`config.mk`:
```
export PLATFORM = sky130hd
export DESIGN_NAME = ddr_arbiter
export DESIGN_NICKNAME = d
export VERILOG_FILES = /design/src/rtl/ddr_arbiter.sv
export SDC_FILE = /design/constraint.sdc
export NUM_CORES = 1
export LEC_CHECK = 0
export BUFFER_PORTS_ARGS = -buffer_cell sky130_fd_sc_hd__buf_2
export CAP_MARGIN = 20
export CORE_AREA = 5 5 210 212
export DETAILED_ROUTE_END_ITERATION = 16
export DIE_AREA = 0 0 215 217
export MAX_ROUTING_LAYER = met4
export PLACE_DENSITY = 0.31
export SKIP_CTS_REPAIR_TIMING = 1
export SLEW_MARGIN = 0
export SYNTH_ARGS = -nofsm -noshare
export SYNTH_HDL_FRONTEND = slang
export SYNTH_SLANG_ARGS = --single-unit
```
`constraint.sdc`:
```
create_clock -name clock -period 4.05 [get_ports clock]
set_clock_uncertainty 0.15 [all_clocks]
set_input_delay 0.2025 -clock clock [delete_from_list [all_inputs] [get_ports clock]]
set_output_delay 0.2025 -clock clock [all_outputs]
set_load 0.005 [all_outputs]
```
`src/rtl/ddr_arbiter.sv`:
```
// ddr_arbiter: grants the shared DDR3 master port to one of two requesters, one burst at a time.
// Define DDR_ARBITER_ROUND_ROBIN_EN for round-robin tie breaking; default is fixed port-0 priority.
module ddr_arbiter #(
   parameter int ADDR_W = 32,
   parameter int DATA_W = 64
) (
   input  logic                clock,
   input  logic                reset,
   input  logic                io_in_0_rd,
   input  logic                io_in_0_wr,
   input  logic [ADDR_W-1:0]   io_in_0_addr,
   input  logic [7:0]          io_in_0_burstLength,
   input  logic [DATA_W/8-1:0] io_in_0_mask,
   input  logic [DATA_W-1:0]   io_in_0_din,
   output logic                io_in_0_waitReq,
   output logic                io_in_0_valid,
   output logic [DATA_W-1:0]   io_in_0_dout,
   input  logic                io_in_1_rd,
   input  logic                io_in_1_wr,
   input  logic [ADDR_W-1:0]   io_in_1_addr,
   input  logic [7:0]          io_in_1_burstLength,
   input  logic [DATA_W/8-1:0] io_in_1_mask,
   input  logic [DATA_W-1:0]   io_in_1_din,
   output logic                io_in_1_waitReq,
   output logic                io_in_1_valid,
   output logic [DATA_W-1:0]   io_in_1_dout,
   output logic                io_ddr_rd,
   output logic                io_ddr_wr,
   output logic [ADDR_W-1:0]   io_ddr_addr,
   output logic [DATA_W/8-1:0] io_ddr_mask,
   output logic [DATA_W-1:0]   io_ddr_din,
   output logic [7:0]          io_ddr_burstLength,
   input  logic [DATA_W-1:0]   io_ddr_dout,
   input  logic                io_ddr_waitReq,
   input  logic                io_ddr_valid,
   output logic                io_busy
);

   localparam logic [1:0] S_IDLE      = 2'd0;
   localparam logic [1:0] S_WRITE     = 2'd1;
   localparam logic [1:0] S_READ_CMD  = 2'd2;
   localparam logic [1:0] S_READ_DATA = 2'd3;

   logic [1:0]          state_q, state_d;
   logic                grant_q, grant_d;
   logic [7:0]          len_q, len_d;
   logic [7:0]          cnt_q, cnt_d;

   logic                req_0, req_1, winner;
   logic                w_wr;
   logic [7:0]          w_bl, w_len;
   logic                g_rd, g_wr;
   logic [ADDR_W-1:0]   g_addr;
   logic [7:0]          g_bl, g_len;
   logic [DATA_W/8-1:0] g_mask;
   logic [DATA_W-1:0]   g_din;
   logic                g_wq, g_vld;

   assign req_0 = io_in_0_rd | io_in_0_wr;
   assign req_1 = io_in_1_rd | io_in_1_wr;

`ifdef DDR_ARBITER_ROUND_ROBIN_EN
   logic last_q, last_d;

   // On a tie the port that did not win last time goes first.
   always_comb begin
      winner = req_1 & (~req_0 | ~last_q);
      last_d = last_q;
      if (state_q == S_IDLE && (req_0 | req_1)) begin
         last_d = winner;
      end
   end

   always_ff @(posedge clock or posedge reset) begin
      if (reset) begin
         last_q <= 1'b1;
      end else begin
         last_q <= last_d;
      end
   end
`else
   always_comb begin
      winner = ~req_0 & req_1;
   end
`endif

   assign w_wr  = winner ? io_in_1_wr : io_in_0_wr;
   assign w_bl  = winner ? io_in_1_burstLength : io_in_0_burstLength;
   assign w_len = (w_bl == 8'd0) ? 8'd1 : w_bl;

   assign g_rd   = grant_q ? io_in_1_rd   : io_in_0_rd;
   assign g_wr   = grant_q ? io_in_1_wr   : io_in_0_wr;
   assign g_addr = grant_q ? io_in_1_addr : io_in_0_addr;
   assign g_bl   = grant_q ? io_in_1_burstLength : io_in_0_burstLength;
   assign g_mask = grant_q ? io_in_1_mask : io_in_0_mask;
   assign g_din  = grant_q ? io_in_1_din  : io_in_0_din;
   assign g_len  = (g_bl == 8'd0) ? 8'd1 : g_bl;

   always_comb begin
      state_d            = state_q;
      grant_d            = grant_q;
      len_d              = len_q;
      cnt_d              = cnt_q;
      io_ddr_rd          = 1'b0;
      io_ddr_wr          = 1'b0;
      io_ddr_addr        = '0;
      io_ddr_mask        = '0;
      io_ddr_din         = '0;
      io_ddr_burstLength = '0;
      g_wq               = 1'b1;
      g_vld              = 1'b0;
      case (state_q)
         S_IDLE: begin
            if (req_0 | req_1) begin
               grant_d = winner;
               len_d   = w_len;
               cnt_d   = 8'd0;
               state_d = w_wr ? S_WRITE : S_READ_CMD;
            end
         end
         S_WRITE: begin
            io_ddr_wr          = g_wr;
            io_ddr_addr        = g_addr;
            io_ddr_mask        = g_mask;
            io_ddr_din         = g_din;
            io_ddr_burstLength = g_len;
            g_wq               = io_ddr_waitReq;
            if (g_wr && !io_ddr_waitReq) begin
               cnt_d = cnt_q + 8'd1;
               if (cnt_q == len_q - 8'd1) begin
                  state_d = S_IDLE;
               end
            end
         end
         S_READ_CMD: begin
            io_ddr_rd          = g_rd;
            io_ddr_addr        = g_addr;
            io_ddr_burstLength = g_len;
            g_wq               = io_ddr_waitReq;
            if (g_rd && !io_ddr_waitReq) begin
               state_d = S_READ_DATA;
            end
         end
         default: begin
            // Read data phase: the command is gone, only response beats are counted.
            g_vld = io_ddr_valid;
            if (io_ddr_valid) begin
               cnt_d = cnt_q + 8'd1;
               if (cnt_q == len_q - 8'd1) begin
                  state_d = S_IDLE;
               end
            end
         end
      endcase
   end

   always_ff @(posedge clock or posedge reset) begin
      if (reset) begin
         state_q <= S_IDLE;
         grant_q <= 1'b0;
         len_q   <= 8'd1;
         cnt_q   <= 8'd0;
      end else begin
         state_q <= state_d;
         grant_q <= grant_d;
         len_q   <= len_d;
         cnt_q   <= cnt_d;
      end
   end

   assign io_in_0_waitReq = grant_q ? 1'b1 : g_wq;
   assign io_in_1_waitReq = grant_q ? g_wq : 1'b1;
   assign io_in_0_valid   = ~grant_q & g_vld;
   assign io_in_1_valid   = grant_q & g_vld;
   assign io_in_0_dout    = io_ddr_dout;
   assign io_in_1_dout    = io_ddr_dout;
   assign io_busy         = (state_q != S_IDLE);

endmodule

```
==> results of run 1 <==
## metal layers
layer  GRT usage, %
met4          0.917
met3           2.79
met2           15.7
met5              -
met1           9.70
## cells in the mapped netlist (all sizes together) (3+ instances only)
master	count	area [µm²]
nor2	9	33.8
nor3	4	20.0
nand4	4	25.0
a22o	3	26.3
a21oi	4	20.0
mux2i	122	1220
ha	6	75.1
buf	143	1030
nor4	7	43.8
nand2	22	82.6
and3	3	18.8
xor2	4	35.0
inv	7	26.3
nand3	7	35.0
xnor2	4	35.0
o21ai	22	114
dfrtp	18	450
clkbuf	15	56.3
nor2b	113	707
## logic make-up after synthesis
logic type                 count (synthesis)  synth area share [%]
DFF                                       19                  11.1
buffers and inverters                    166                  26.0
and+or+nand+nor                          184                  25.0
adders and majority gates                  6                  1.74
muxes                                    123                  28.6
AOI/OAI and AO/OA                         40                  5.87
xor gates and xnor gates                   8                  1.63
## per-stage QoR
stage               area (µm²)  cells
floorplan                 4310    546
global placement          5700   1282
detailed placement        5700   1282
CTS                       5780   1286
global route              5780   1287
==> results by group, run 1 <==
Synthesis
  • Yosys reg bits: 19
  • Mapped Cells: roughly 550
  • Sequential fraction of the synthesis area: roughly 11%
  • Post-Syn Nets: about 850
  • Asr flop ratio synth: between 90% and 100%
  • Top_reg_cell synth: dfrtp_1
  • Synth Area per Inst: 7.89 µm²
  • Synth warn: 0
  • Netlist cell types: between 40 and 50
  • Synth Cell Area: about 4300 µm²
  • Number of synthesized flops with an enable pin: 0

CTS
  • Root buffer cell: clkbuf_16
  • CTS buffer count: 3
  • Htree depth: 1
  • Clock buffer depth: 2
  • CTS Sinks: 19

GRT
  • Largest net degree at the start of global routing: 80
  • Initial antenna violation count: 6
  • Vias in the first global route: between 4000 and 5000
  • Congestion Overflow GR: 0
  • First-pass GRT wire length: around 30 mm
  • All-layer global routing usage: a little under 9%

Run status
  • Tool Error: [ERROR DRT-0255] Maze Route cannot find path of net io_ddr_dout[39] in worker of routeBox ( 193200 96600 ) ( 215000 144900 ).
  • Failing step: detailed routing
  • Outcome: did not finish

Place
  • I/O Buffers: between 300 and 400
  • Setup WS pre-CTS: roughly 1.5 ns
  • Post-DP HPWL: ~19 mm
  • Placer Congestion: approximately 0.83

Die
  • Ports: roughly 540
  • FP Rows: between 70 and 80
  • Die H: 217 µm
  • Die Wd: ~220 µm
  • Initial Util: roughly a tenth
==> inputs of run 2 (changes only) <==
--- a/config.mk
+++ b/config.mk
@@ -7,11 +7,10 @@
 export LEC_CHECK = 0
 export BUFFER_PORTS_ARGS = -buffer_cell sky130_fd_sc_hd__buf_2
 export CAP_MARGIN = 20
-export CORE_AREA = 5 5 210 212
+export CORE_AREA = 5 5 207 209
 export DETAILED_ROUTE_END_ITERATION = 16
-export DIE_AREA = 0 0 215 217
-export MAX_ROUTING_LAYER = met4
-export PLACE_DENSITY = 0.31
+export DIE_AREA = 0 0 212 214
+export PLACE_DENSITY_LB_ADDON = 0.15
 export SKIP_CTS_REPAIR_TIMING = 1
 export SLEW_MARGIN = 0
 export SYNTH_ARGS = -nofsm -noshare
==> run 2 against run 1 <==
The flow now finishes, with violations (hold timing). Synthesized cell count did not move. Global-route usage rose by 1.1 points. Synthesized area did not move.
==> results by group, run 2 <==
GRT
  • Initial antenna violation count: 7 (was 6)
  • Congestion Overflow GR: 0 (unchanged)
  • Vias in the first global route: 4707 (was 4519)
  • First-pass GRT wire length: 33.0 mm (was 30.3 mm)
  • All-layer global routing usage: 9.72% (was 8.67%)
  • Largest net degree at the start of global routing: 67 (was 80)

Synthesis
  • List of most frequent post-synthesis cells: 129 x buf_4, 122 x mux2i_1, 113 x nor2b_1 (unchanged)
  • Most numerous cell in the Yosys netlist: buf_4 (unchanged)
  • Asr flop ratio synth: 100% (unchanged)
  • Yosys reg bits: 19 (unchanged)
  • Synth Area per Inst: 7.89 µm² (unchanged)
  • Top_reg_cell synth: dfrtp_1 (unchanged)
  • Synth warn: 0 (unchanged)
  • Post-Syn Nets: 848 (unchanged)
  • Netlist cell types: 47 (unchanged)
  • Synth Cell Area: 4310 µm² (unchanged)
  • Post-synth top area share: 28.4% (unchanged)
  • Sequential fraction of the synthesis area: 11.1% (unchanged)
  • Number of synthesized flops with an enable pin: 0 (unchanged)
  • Most area-consuming cells after synthesis: mux2i_1 28%, buf_4 22%, nor2b_1 16% (unchanged)
  • Leading area contributor after synthesis: mux2i_1 (unchanged)
  • Mapped Cells: 546 (unchanged)

Pwr
  • Pwr per Cell Area: 516 nW/µm²
  • Overall Power: slightly below 3 mW
  • Clock power share: 7.1%
  • Combinational Power Share: a little under 80%
  • Maximum VDD drop: 0.262 mV
  • Switch share: ~47%
  • Cell-internal power: about 1.6 mW
  • Static leakage: 2.77 nW
  • Sequential share of power: 14.9%
  • Net Sw Power: 1.41 mW

STA
  • FMAX: around 380 MHz
  • Worst Hold Margin: -0.0299 ns
  • Final Critical Period: about 2.6 ns
  • Final period utilization: between 60% and 70%
  • Post-route setup TNS: 0 ns
  • Worst slew margin: between 40% and 50%
  • Setup violators final: 0
  • Max-slew violations: 0
  • Final hold viol count: 18
  • Actual slew at the worst max-slew pin: between 0.8 and 0.9 ns
  • RSZ-0062 raised after global routing: no

Critical path
  • CP arrival: between 2 and 2.5 ns
  • R2r startpoint: state_q[1]$_DFFE_PP0P_
  • Worst reg-to-reg setup slack: approximately 1.5 ns
  • Reg2reg end: cnt_q[2]$_DFFE_PP0P_
  • Critical path class: flop to output port
  • Crit end category: output port
  • Crit path max fanout: 23
  • Critical path launch point type: flop
  • Data required time at the worst endpoint: approximately 3.7 ns
  • R2R cell count: 7

Drt
  • WL/cell: roughly 19 µm
  • Iter 0 DRT Violations: between 100 and 150
  • DRC Markers: 0
  • Routed wire length: 23.8 mm
  • Via count: about 4400
  • Routed Antenna Nets: 0
  • Via density: 3.43
  • Drt first pass iters: 4

Die
  • Die area: between 40000 and 50000 µm²
  • Initial Util: 10.6% (was 10.3%)
  • Die Wd: 212 µm (was 215 µm)
  • Die H: 214 µm (was 217 µm)
  • Core ar.: 40600 µm²
  • Ports: 543 (unchanged)
  • FP Rows: 74 (was 75)

CTS
  • CTS buffer count: 3 (unchanged)
  • CTS Sinks: 19 (unchanged)
  • Worst skew pair latency: between 0.2 and 0.3 ns
  • CTS clock-pin slew for the worst setup and hold paths: 0.06 ns
  • CTS tree: done
  • Clock buffer depth: 2 (unchanged)
  • Htree depth: 1 (unchanged)
  • Root buffer cell: clkbuf_16 (unchanged)

Final layout
  • Filler Cell Count: about 4800
  • N_diodes: 0
  • Commonest non-fill, non-tap cells in the layout: 350 x buf_2, 122 x mux2i_1, 113 x nor2b_1
  • Share of cells above drive strength 1: between 40% and 50%
  • Area of the multi-input gates: ~2700 µm²
  • Most common cell after layout, fill and taps aside: buf_2
  • Register area: 480 µm²
  • Largest regs: cnt_q (8), len_q (8), state_q (2)
  • Nets@finish: 1051
  • Area growth syn-to-layout: 34.1%

Run status
  • Failing checks: hold timing
  • Outcome: complete, but fails checks (was did not finish)

Place
  • Post-DP HPWL: 21.0 mm (was 18.8 mm)
  • I/O Buffers: 350 (unchanged)
  • Placer Congestion: 0.739 (was 0.826)

Worst hold path
  • Worst hold path class: input pin to asynchronous set/reset pin

Run
  • Number of max-cap violations: 0
==> run 2: stage by stage <==
stage          util (%)  worst slack [ns]  cells  hold slack [ns]  instance area (µm²)
6_report           14.2              1.45   1280          -0.0299                 5780
5_1_grt            14.2              1.09   1280           0.0498                 5780
4_1_cts            14.2              1.37   1280         -0.00200                 5780
3_3_place_gp       14.0              1.41   1276            0.255                 5700
2_1_floorplan         -              2.07    546          0.00289                 4310
3_5_place_dp       14.0              1.41   1276            0.255                 5700
==> run 2: cell type report <==
| type | instances | area share, % |
|---|---|---|
| clock buffer | 3 | 1.30 |
| clock inverter | 1 | 0.0867 |
| inverter | 8 | 0.520 |
| multi-input combinational | 361 | 46.9 |
| sequential | 19 | 8.32 |
| tap | 532 | 11.5 |
| timing repair buffer | 356 | 31.3 |
==> run 2: power groups by stage <==
stage | registers [mW] | logic (mW) | clock network (mW)
after floorplan | 0.366 | 1.56 | 0
final | 0.444 | 2.32 | 0.212
after global routing | 0.469 | 2.61 | 0.225
after global placement | 0.451 | 2.42 | 0
after detailed placement | 0.449 | 2.40 | 0
after CTS | 0.446 | 2.41 | 0.219
==> run 2: critical path: stages (launching register included) <==
cell and delay [ns]:
dfrtp_1 0.45, inv_1 0.09, ha_1 0.78, buf_4 0.34, nor2b_1 0.17, buf_2 0.14
==> run 2: metal layers <==
metal	track usage, %	up-vias	share of wire, %
li1	-	2115	-
met3	3.89	36	11
met2	18.2	307	51
met1	10.1	1932	35
met5	0.216	-	0.17
met4	2.30	6	2.7
==> run 2: logic make-up (layout without fill, tap and decap cells) <==
kind of cell               Yosys count  after routing  share of synthesized area [%]
and+or+nand+nor                    184            184                           25.0
DFF                                 19             19                           11.1
xor gates and xnor gates             8              8                           1.63
adders and majority gates            6              6                           1.74
AOI/OAI and AO/OA                   40             40                           5.87
muxes                              123            123                           28.6
buffers and inverters              166            368                           26.0
==> run 2: worst max-delay path by stage <==
stage	start	endpoint	slack (ns)	depth (start not counted)
final	state_q[0]$_DFFE_PP0P_	io_ddr_burstLength[5]	1.45	5
after detailed placement	state_q[1]$_DFFE_PP0P_	cnt_q[4]$_DFFE_PP0P_	1.41	7
after CTS	state_q[1]$_DFFE_PP0P_	cnt_q[4]$_DFFE_PP0P_	1.37	7
after floorplan	len_q[0]$_DFFE_PP1P_	state_q[1]$_DFFE_PP0P_	2.07	7
after global routing	state_q[1]$_DFFE_PP0P_	cnt_q[7]$_DFFE_PP0P_	1.09	7
after global placement	state_q[1]$_DFFE_PP0P_	cnt_q[4]$_DFFE_PP0P_	1.41	7
Note: power is estimated with default switching activity, not from simulation.
==> inputs of run 3 (changes only) <==
--- a/config.mk
+++ b/config.mk
@@ -7,9 +7,9 @@
 export LEC_CHECK = 0
 export BUFFER_PORTS_ARGS = -buffer_cell sky130_fd_sc_hd__buf_2
 export CAP_MARGIN = 20
-export CORE_AREA = 5 5 207 209
+export CORE_AREA = 5 5 210 212
 export DETAILED_ROUTE_END_ITERATION = 16
-export DIE_AREA = 0 0 212 214
+export DIE_AREA = 0 0 215 217
 export PLACE_DENSITY_LB_ADDON = 0.15
 export SKIP_CTS_REPAIR_TIMING = 1
 export SLEW_MARGIN = 0
==> constraint.sdc (replaced) <==
create_clock -name clock -period 2.29 [get_ports clock]
set_clock_uncertainty 0.15 [all_clocks]
set_input_delay 0.1145 -clock clock [delete_from_list [all_inputs] [get_ports clock]]
set_output_delay 0.1145 -clock clock [all_outputs]
set_load 0.005 [all_outputs]
==> run 3 against run 2 <==
Clock power is 74% higher. Largest power group unchanged. Critical path depth stayed put. Global-route usage is 1.5 points lower. Highest routed layer unchanged. Sequential share of layout area is 0.23 points lower. Sequential power is 66% higher. Non-clock buffer count is 12 higher. Register-to-register slack worse by 1.3 ns. The run now ends clean. Die area is 2.8% higher.
==> results by group, run 3 (synthesized netlist as in run 2, its figures left out) <==
Critical path
  • Reg2reg end: state_q[1]$_DFFE_PP0P_ (was cnt_q[2]$_DFFE_PP0P_)
  • Crit end category: output port (unchanged)
  • R2R cell count: 7 (unchanged)
  • CP Launch Point: state_q[1]$_DFFE_PP0P_ (was state_q[0]$_DFFE_PP0P_)
  • Crit path capture: io_ddr_din[7] (was io_ddr_burstLength[5])
  • Cell Chain, Critical Path: inv_1 > ha_2 > buf_6 > nor2b_1 > buf_2 (was inv_1 > ha_1 > buf_4 > nor2b_1 > buf_2)
  • Worst reg-to-reg setup slack: 0.19 ns (was 1.49 ns)
  • Critical path launch point type: flop (unchanged)
  • Data required time at the worst endpoint: 2.03 ns (was 3.70 ns)
  • Crit path max fanout: 73 (was 23)
  • Crit-path slowest cell: dfrtp_1 (was ha_1)
  • CP arrival: 1.87 ns (was 2.25 ns)
  • Critical path class: flop to output port (unchanged)
  • CP max stage delay: 0.44 ns (was 0.78 ns)
  • R2r startpoint: len_q[0]$_DFFE_PP1P_ (was state_q[1]$_DFFE_PP0P_)

Drt
  • Routed wire length: 20.9 mm (was 23.8 mm)
  • Drt first pass iters: 4 (unchanged)
  • Via count: 4375 (was 4396)
  • Via density: 3.37 (was 3.43)
  • DRC Markers: 0 (unchanged)
  • Routed Antenna Nets: 0 (unchanged)
  • WL/cell: 16.1 µm (was 18.6 µm)
  • Iter 0 DRT Violations: 116 (was 124)

Run status
  • Outcome: finished clean (was complete, but fails checks)

Final layout
  • Most common cell after layout, fill and taps aside: buf_2 (unchanged)
  • Share of cells above drive strength 1: 50.3% (was 49.5%)
  • N_diodes: 0 (unchanged)
  • Final cell count without fillers: 1299 (was 1280)
  • Nets@finish: 1063 (was 1051)
  • Filler Cell Count: 4836 (was 4751)
  • Area growth syn-to-layout: 38.0% (was 34.1%)
  • Commonest non-fill, non-tap cells in the layout: 350 x buf_2, 122 x mux2i_1, 113 x nor2b_1 (unchanged)
  • Largest regs: cnt_q (8), len_q (8), state_q (2) (unchanged)

GRT
  • All-layer global routing usage: 8.20% (was 9.72%)
  • Vias in the first global route: 4741 (was 4707)
  • Largest net degree at the start of global routing: 74 (was 67)
  • First-pass GRT wire length: 29.7 mm (was 33.0 mm)
  • Initial antenna violation count: 1 (was 7)
  • Congestion Overflow GR: 0 (unchanged)

Die
  • Die H: 217 µm (was 214 µm)
  • Initial Util: 10.3% (was 10.6%)
  • Die area: 46700 µm² (was 45400 µm²)
  • Core ar.: 41800 µm² (was 40600 µm²)
  • Die Wd: 215 µm (was 212 µm)
  • Ports: 543 (unchanged)
  • FP Rows: 75 (was 74)

STA
  • FMAX: 468 MHz
  • RSZ-0062 raised after global routing: no (unchanged)
  • Setup slack after layout: 0.152 ns (was 1.45 ns)
  • Worst slew margin: 60.0% (was 42.8%)
  • Max-slew violations: 0 (unchanged)
  • Actual slew at the worst max-slew pin: 0.600 ns (was 0.856 ns)
  • Final Critical Period: approximately 2.1 ns
  • Final period utilization: 93.3%
  • Setup violators final: 0 (unchanged)
  • Final hold viol count: 0 (was 18)

CTS
  • CTS buffer count: 3 (unchanged)
  • Root buffer cell: clkbuf_16 (unchanged)
  • Clock buffer depth: 2 (unchanged)
  • Htree depth: 1 (unchanged)
  • CTS clock-pin slew for the worst setup and hold paths: 0.06 ns (about the same)
  • CTS tree: done (unchanged)
  • CTS Sinks: 19 (unchanged)
  • Worst skew pair latency: 0.25 ns (was 0.26 ns)

Place
  • Placer Congestion: 0.813 (was 0.739)
  • Cell Count Post-Placement: 1294 (was 1276)
  • Setup WS pre-CTS: 0.0366 ns (was 1.41 ns)
  • I/O Buffers: 350 (unchanged)
  • Post-DP HPWL: 18.3 mm (was 21.0 mm)

Pwr
  • Overall Power: 5.51 mW (was 2.98 mW)
  • Maximum VDD drop: 0.432 mV (was 0.262 mV)
  • Static leakage: 2.84 nW (was 2.77 nW)
  • Pwr per Cell Area: 927 nW/µm² (was 516 nW/µm²)

Run
  • Number of max-cap violations: 0 (unchanged)

Worst hold path
  • Worst hold path class: input pin to flop (was input pin to asynchronous set/reset pin)
==> run 3: changes by cell type in the layout (fill, tap and decap cells not counted) <==
cell	before	now
buf_4	5	11
buf_12	1	5
nor4_1	7	5
nor4_2	0	2
buf_6	0	1
clkbuf_1	0	1
clkinv_2	1	0
dlygate4sd3_1	0	1
==> run 3: how the worst min path moves through the flow <==
stage                                       from                    to  cells after the start  slack, ns
after floorplan                            reset  cnt_q[0]$_DFFE_PP0P_                      1      -0.09
after detailed placement                   reset  len_q[7]$_DFFE_PP0P_                      2       0.08
after global routing             io_ddr_dout[21]      io_in_0_dout[21]                      0       0.08
after CTS                                  reset  len_q[7]$_DFFE_PP0P_                      2      -0.19
final                     io_in_0_burstLength[7]  len_q[7]$_DFFE_PP0P_                      3       0.05
after global placement           io_ddr_dout[36]      io_in_0_dout[36]                      0       0.08
==> run 3: worst max-delay path: cells and delay by family (launching register included) <==
family | cells | cell delay [ns]
buf+inv | 3 | 0.62
fa+ha+maj | 1 | 0.25
flops | 1 | 0.44
simple gates | 1 | 0.23
==> run 3: cell type report <==
type,count,area [µm²],share of cell area [%]
multi-input combinational,361,2720,45.8
inverter,8,30.0,0.505
clock buffer,4,78.8,1.33
sequential,19,480,8.09
timing repair buffer,368,1960,32.9
tap,539,674,11.3
==> run 3: per-layer routing <==
layer / track usage, % / vias to the layer above / part of all wire, %
li1: - / 2137 / -
met1: 8.85 / 1935 / 37
met2: 15.3 / 274 / 51
met3: 2.81 / 27 / 8.8
met4: 2.33 / 2 / 2.8
met5: 0 / - / 0.033
==> run 3: where the power goes <==
group	total, mW	internal, mW	switching [mW]	leakage, nW
logic	4.40	2.21	2.19	2.58
registers	0.739	0.501	0.238	0.222
clock network	0.369	0.237	0.132	0.0382
total	5.51	2.95	2.56	2.84
==> run 3: metrics by stage <==
stage               setup TNS (ns)  instance area (µm²)  hold slack [ns]  utilization [%]
floorplan                        0                 4310          -0.0851                -
global placement                 0                 5840           0.0791             14.0
detailed placement               0                 5840           0.0791             14.0
CTS                          -2.09                 5920           -0.191             14.2
global route                     0                 5940           0.0790             14.2
finish                           0                 5940           0.0511             14.2
